--- config.mk ---
export PLATFORM = sky130hd
export DESIGN_NAME = mem_stage
export DESIGN_NICKNAME = d
export VERILOG_FILES = /design/src/rtl/mem_stage_pkg.sv /design/src/rtl/mem_byte_seq.sv /design/src/rtl/mem_stage.sv
export SDC_FILE = /design/constraint.sdc
export NUM_CORES = 1
export LEC_CHECK = 0
export CAP_MARGIN = 20
export CORE_MARGIN = 3
export CORE_UTILIZATION = 55
export CTS_CLUSTER_DIAMETER = 150
export DETAILED_ROUTE_END_ITERATION = 16
export GPL_TIMING_DRIVEN = 0
export PLACE_DENSITY = 0.83
export RECOVER_POWER = 25
export SLEW_MARGIN = 20
export SYNTH_ARGS = -nofsm -noshare
export SYNTH_HDL_FRONTEND = slang
export SYNTH_HIERARCHICAL = 1
export SYNTH_SLANG_ARGS = --single-unit
--- constraint.sdc ---
create_clock -name clk -period 8.53 [get_ports clk]
set_input_delay 2.559 -clock clk [delete_from_list [all_inputs] [get_ports clk]]
set_output_delay 2.559 -clock clk [all_outputs]
set_load 0.05 [all_outputs]
--- src/rtl/mem_stage_pkg.sv ---
// Shared types for the memory stage: op-code fields, length codes,
// FSM state encoding and the load-extension helper.
package mem_stage_pkg;

  localparam int ME_EN     = 4;
  localparam int ME_LEN_HI = 3;
  localparam int ME_LEN_LO = 2;
  localparam int ME_WR     = 1;
  localparam int ME_ZX     = 0;

  // Index of the last byte of an access.
  localparam logic [1:0] LEN_B = 2'd0;
  localparam logic [1:0] LEN_H = 2'd1;
  localparam logic [1:0] LEN_W = 2'd3;

  typedef enum logic {
    IDLE   = 1'b0,
    ACCESS = 1'b1
  } mem_state_e;

  typedef struct packed {
    logic [1:0]  last;
    logic        wr;
    logic        zext;
    logic [31:0] data;
    logic [4:0]  wa;
    logic        we;
  } mem_op_t;

  // Length code 2 is reserved and behaves as a word.
  function automatic logic [1:0] len_last(
    input logic [1:0] code
  );
    logic [1:0] r;
    unique case (code)
      2'd0:    r = LEN_B;
      2'd1:    r = LEN_H;
      default: r = LEN_W;
    endcase
    return r;
  endfunction

  function automatic logic [31:0] ld_extend(
    input logic [31:0] d,
    input logic [1:0]  last,
    input logic        zext
  );
    logic [31:0] r;
    unique case (last)
      LEN_B: begin
        r = zext ? {24'd0, d[7:0]}
                 : {{24{d[7]}}, d[7:0]};
      end
      LEN_H: begin
        r = zext ? {16'd0, d[15:0]}
                 : {{16{d[15]}}, d[15:0]};
      end
      default: r = d;
    endcase
    return r;
  endfunction

endpackage

--- src/rtl/mem_byte_seq.sv ---
// Byte counter plus req/ack handshake for byte-serial accesses.
// Ports: start, last index, ack in; req, byte idx, done (final ack) out.
module mem_byte_seq (
  input  logic       clk,
  input  logic       rst_n,
  input  logic       start,
  input  logic [1:0] last,
  input  logic       ack,
  output logic       req,
  output logic [1:0] idx,
  output logic       done
);

  logic       req_q;
  logic [1:0] idx_q;

  // Ack without an outstanding request is ignored.
  assign done = req_q & ack & (idx_q == last);
  assign req  = req_q;
  assign idx  = idx_q;

  always_ff @(posedge clk or negedge rst_n) begin
    if (!rst_n) begin
      req_q <= 1'b0;
      idx_q <= 2'd0;
    end else if (start) begin
      req_q <= 1'b1;
      idx_q <= 2'd0;
    end else if (done) begin
      req_q <= 1'b0;
      idx_q <= 2'd0;
    end else if (req_q & ack) begin
      idx_q <= idx_q + 2'd1;
    end
  end

endmodule

--- src/rtl/mem_stage.sv ---
// Memory stage: byte-serial little-endian loads/stores on an 8-bit port,
// load extension, registered writeback packet, stall while busy.
// Ports: execute packet in (valid_i,res_i,wa_i,we_i,mem_e_i,mem_n_i),
// writeback out (valid_o,wa_o,we_o,wdata_o), stall_o, mc_* byte port.
// MEM_ALIGN_CHECK_EN: reject misaligned half/word, adds misalign_o.
module mem_stage
  import mem_stage_pkg::*;
#(
  parameter int ADDR_W = 32
) (
  input  logic              clk,
  input  logic              rst_n,
  input  logic              valid_i,
  input  logic [31:0]       res_i,
  input  logic [4:0]        wa_i,
  input  logic              we_i,
  input  logic [4:0]        mem_e_i,
  input  logic [31:0]       mem_n_i,
  output logic              stall_o,
  output logic              valid_o,
  output logic [4:0]        wa_o,
  output logic              we_o,
  output logic [31:0]       wdata_o,
`ifdef MEM_ALIGN_CHECK_EN
  output logic              misalign_o,
`endif
  output logic              mc_req_o,
  output logic [ADDR_W-1:0] mc_addr_o,
  output logic              mc_we_o,
  output logic [7:0]        mc_wdata_o,
  input  logic              mc_ack_i,
  input  logic [7:0]        mc_rdata_i
);

  mem_state_e        state_q;
  mem_state_e        state_d;
  mem_op_t           op_q;
  logic [ADDR_W-1:0] base_q;
  logic [31:0]       ld_q;
  logic [31:0]       ld_next;
  logic [1:0]        idx;
  logic              seq_req;
  logic              seq_done;
  logic              mem_en;
  logic              misal;
  logic              accept;
  logic [1:0]        len;

  assign len    = len_last(mem_e_i[ME_LEN_HI:ME_LEN_LO]);
  assign mem_en = valid_i & mem_e_i[ME_EN];

`ifdef MEM_ALIGN_CHECK_EN
  assign misal = mem_en &
    (((len == LEN_H) & res_i[0]) |
     ((len == LEN_W) & (|res_i[1:0])));
`else
  assign misal = 1'b0;
`endif

  assign accept = (state_q == IDLE) & mem_en & ~misal;

  mem_byte_seq u_seq (
    .clk   (clk),
    .rst_n (rst_n),
    .start (accept),
    .last  (op_q.last),
    .ack   (mc_ack_i),
    .req   (seq_req),
    .idx   (idx),
    .done  (seq_done)
  );

  always_ff @(posedge clk or negedge rst_n) begin
    if (!rst_n) state_q <= IDLE;
    else        state_q <= state_d;
  end

  always_comb begin
    state_d = state_q;
    unique case (state_q)
      IDLE:   if (accept)   state_d = ACCESS;
      ACCESS: if (seq_done) state_d = IDLE;
    endcase
  end

  // Releasing stall on the final ack lets upstream advance so IDLE
  // sees the next packet one cycle later.
  always_comb begin
    stall_o = 1'b0;
    unique case (state_q)
      IDLE:   stall_o = accept;
      ACCESS: stall_o = ~seq_done;
    endcase
  end

  assign mc_req_o   = seq_req;
  assign mc_we_o    = seq_req & op_q.wr;
  assign mc_addr_o  = seq_req ? base_q + ADDR_W'(idx) : '0;
  assign mc_wdata_o = seq_req ? op_q.data[{idx, 3'b000} +: 8] : 8'd0;

  always_comb begin
    ld_next = ld_q;
    ld_next[{idx, 3'b000} +: 8] = mc_rdata_i;
  end

  always_ff @(posedge clk or negedge rst_n) begin
    if (!rst_n) begin
      valid_o <= 1'b0;
      wa_o    <= 5'd0;
      we_o    <= 1'b0;
      wdata_o <= 32'd0;
      op_q    <= '0;
      base_q  <= '0;
      ld_q    <= 32'd0;
`ifdef MEM_ALIGN_CHECK_EN
      misalign_o <= 1'b0;
`endif
    end else begin
`ifdef MEM_ALIGN_CHECK_EN
      misalign_o <= 1'b0;
`endif
      unique case (state_q)
        IDLE: begin
          valid_o <= valid_i & (~mem_e_i[ME_EN] | misal);
          if (valid_i & ~mem_e_i[ME_EN]) begin
            wa_o    <= wa_i;
            we_o    <= we_i;
            wdata_o <= res_i;
          end
          if (misal) begin
            wa_o    <= wa_i;
            we_o    <= 1'b0;
            wdata_o <= 32'd0;
`ifdef MEM_ALIGN_CHECK_EN
            misalign_o <= 1'b1;
`endif
          end
          if (accept) begin
            op_q.last <= len;
            op_q.wr   <= mem_e_i[ME_WR];
            op_q.zext <= mem_e_i[ME_ZX];
            op_q.data <= mem_n_i;
            op_q.wa   <= wa_i;
            op_q.we   <= we_i;
            base_q    <= res_i[ADDR_W-1:0];
            ld_q      <= 32'd0;
          end
        end
        ACCESS: begin
          valid_o <= seq_done;
          if (seq_req & mc_ack_i) ld_q <= ld_next;
          if (seq_done) begin
            wa_o    <= op_q.wa;
            we_o    <= op_q.we;
            wdata_o <= op_q.wr ? 32'd0
                     : ld_extend(ld_next, op_q.last, op_q.zext);
          end
        end
      endcase
    end
  end

endmodule

==> flow_metrics.env <==
export IMPL_outcome="finished with violations"
export IMPL_violations="capacitance limit, slew limit"
export IMPL_track_usage_pct=31.67
export IMPL_worst_ep_arrival_time_ns=5.25
export IMPL_dieArea_mm2=0.01518
export IMPL_synth_area_top_cells="dfrtp_1 49%, nand2_1 12%, a21oi_1 3.0%"
export IMPL_synthesis_area_mm2=0.007557
export IMPL_rows=42
export IMPL_required_ns=5.97
export IMPL_syn_area_per_cell_um2=9.171
export IMPL_die_w_um=123.2
export IMPL_cts_max_level=4
export IMPL_slew_headroom_pct=-125.5
export IMPL_initial_core_util_pct=56.62
export IMPL_min_path_cells=2
export IMPL_root_buffer="clkbuf_16"
export IMPL_antenna_found_initial=0
export IMPL_drt_first_pass_iters=5
export IMPL_synth_edf_count=0
export IMPL_path_max_fanout=10
export IMPL_routed_via_count=7185
export IMPL_num_antenna_cells=0
export IMPL_period_needed_ns=7.809
export IMPL_layout_drive_gt1_share_pct=6.849
export IMPL_grt_pass1_wl_um=36490
export IMPL_fillers=1001
export IMPL_rr_worst_depth=8
export IMPL_postCtsSetupBuffers=0
export IMPL_overflow=0
export IMPL_power_density_mw_per_mm2=159.4
export IMPL_synth_cell_types=48
export IMPL_synth_flop_cell="dfrtp_1"
export IMPL_post_synth_top_area_cell="dfrtp_1"
export IMPL_p_leak_nw=4.452
export IMPL_clkLatencyLatePin_ns=0.43
export IMPL_skew_ns=0.01008
export IMPL_wl_per_cell_um=19.67
export IMPL_hold_violations=0
export IMPL_ys_ff_latch=149
export IMPL_fmax_mhz=128.1
export IMPL_dpl_hpwl_um=16940
export IMPL_hold_ws_ns=0.4725
export IMPL_final_nets=1107
export IMPL_worstMarginPinSlew_ns=3.382
export IMPL_synthDominantCellAreaShare_pct=49.34
export IMPL_ys_warn_count=6
export IMPL_hold_class="reg2reg"
export IMPL_clkTransAtPathRegs_ns=0.05
export IMPL_ios=169
export IMPL_cap_violations=2
export IMPL_total_power_mw=1.603
export IMPL_async_flop_share_pct=100.0
export IMPL_cts_sinks=149
export IMPL_vias_per_cell=5.997
export IMPL_post_route_period_util_pct=91.55
export IMPL_hold_buffers=0
export IMPL_die_h_um=123.2
export IMPL_cts_max_path_buffers=2
export IMPL_portBuffers=168
export IMPL_post_cts_resized=0
export IMPL_drt_initial_drc_count=905
export IMPL_slew_viol_final=152
export IMPL_place_congestion=0.9250
export IMPL_setup_violations=0
export IMPL_area_growth_syn_to_layout_pct=33.11
export IMPL_cts_tree="built"
export IMPL_numCtsBuffers=17
export IMPL_setup_tns_ns=0
export IMPL_yosysSeqAreaShare_pct=49.34
export IMPL_grt_max_degree=86
export IMPL_critPathLaunchType="primary input"
export IMPL_cp_end_kind="primary output"
export IMPL_totalWireLength_um=23570
export IMPL_core_mm2=0.01335
export IMPL_rsz0062_at_grt="no"
export IMPL_max_vdd_ir_drop_v=0.0001283
export IMPL_drc=0
export IMPL_synth_nets=919
export IMPL_reg2reg_setup_slack_ns=4.99
export IMPL_crit_type="in2out"
export IMPL_syn_inst=824
export IMPL_grt_pass1_vias=6964
export IMPL_antenna_left=0
## registers in the layout (all words and copies together), names as in the netlist, 2 cells and up
| signal | flops |
|---|---|
| base_q | 32 |
| wa_o | 5 |
| ld_q | 32 |
| wdata_o | 32 |
| op_q | 42 |
| u_seq/idx | 2 |
## cell usage after synthesis, types with 4 or more instances
cell type	number
nor2_1	17
o31ai_1	8
nand3_1	13
nand4_1	23
a21oi_1	45
nand2_1	241
and2_1	15
or3_1	11
mux2i_1	6
buf_2	11
a22o_1	23
o221ai_1	8
dfrtp_1	149
nor3_1	6
and3_1	11
xnor2_1	10
o221a_2	16
inv_1	24
nor2b_1	28
nor4_1	4
o21ai_0	40
a221o_1	15
or4_1	10
ha_1	7
o21a_1	9
mux4_2	8
clkbuf_1	36
## final cells by class
class                      instances  area, µm²  area share (%)
sequential                       149       3729           37.06
multi-input combinational        600       3531           35.10
timing repair buffer             169       1680           16.70
clock buffer                      21      470.5           4.677
tap                              176      220.2           2.189
buffer                            51      212.7           2.114
clock inverter                     8      126.4           1.256
inverter                          24      90.09          0.8955
## where the power goes
part	switching (mW)	leakage (nW)	internal, mW
logic	0.0639	2.14	0.0550
clock network	0.288	0.283	0.478
registers	0.00463	2.03	0.714
## metal layers
metal | part of all wire [%] | routed length, µm | GRT usage (%) | vias to the layer above
li1 | - | - | - | 3276
met1 | 41 | 9630 | 43.53 | 3439
met2 | 47 | 10990 | 49.44 | 408
met3 | 9.7 | 2293 | 6.633 | 62
met4 | 2.8 | 660 | 12.80 | 0
met5 | 0 | 0 | 0 | -
## through the flow
step | instance area, µm² | setup WS [ns] | utilization, % | std cells
finish | 10060 | 0.7208 | 75.37 | 1198
global placement | 9459 | -1.013 | 70.87 | 1168
detailed placement | 9492 | 0.7870 | 71.11 | 1169
global route | 10060 | 0.6359 | 75.37 | 1198
CTS | 10090 | 0.7665 | 75.58 | 1198
floorplan | 7557 | 2.126 | - | 824
## cells by family after synthesis
logic type	after synthesis	share of synthesized area (%)
multiplexers	14	3.179
XOR/XNOR	13	1.507
adder cells (fa/ha/maj)	8	1.424
AND/OR/NAND/NOR	391	24.12
AO/OA/AOI/OAI	174	16.42
flip-flops	149	49.34
buffers and inverters	75	4.007
## worst paths after layout
kind                                           from                      end
min reg2reg                     ld_q[5]$_DFFE_PN0P_      ld_q[5]$_DFFE_PN0P_
min in group asynchronous                     rst_n  wdata_o[26]$_DFFE_PN0P_
max in group asynchronous                     rst_n     op_q[19]$_DFFE_PN0P_
max                                      mem_e_i[4]                  stall_o
min                             ld_q[5]$_DFFE_PN0P_      ld_q[5]$_DFFE_PN0P_
max reg2reg                u_seq/idx[1]$_DFFE_PN0P_  wdata_o[28]$_DFFE_PN0P_
## layout by cell type, fill, tap and decap left out, types with 13 or more instances in the layout
cell type	count
a21oi_1	45
a221o_1	15
a22o_1	23
and2_1	15
clkbuf_1	38
clkbuf_16	17
clkdlybuf4s50_1	167
dfrtp_1	149
inv_1	24
nand2_1	241
nand3_1	13
nand4_1	23
nor2_1	17
nor2b_1	28
o21ai_0	40
o221a_2	16
## critical path, cell delays in order
cell	delay (ns)
clkdlybuf4s50_1	0.41
nand3_1	0.19
clkbuf_1	0.43
clkbuf_1	0.55
o21ai_0	0.30
clkdlybuf4s50_1	0.79
Power figures use the tool's default switching activity.
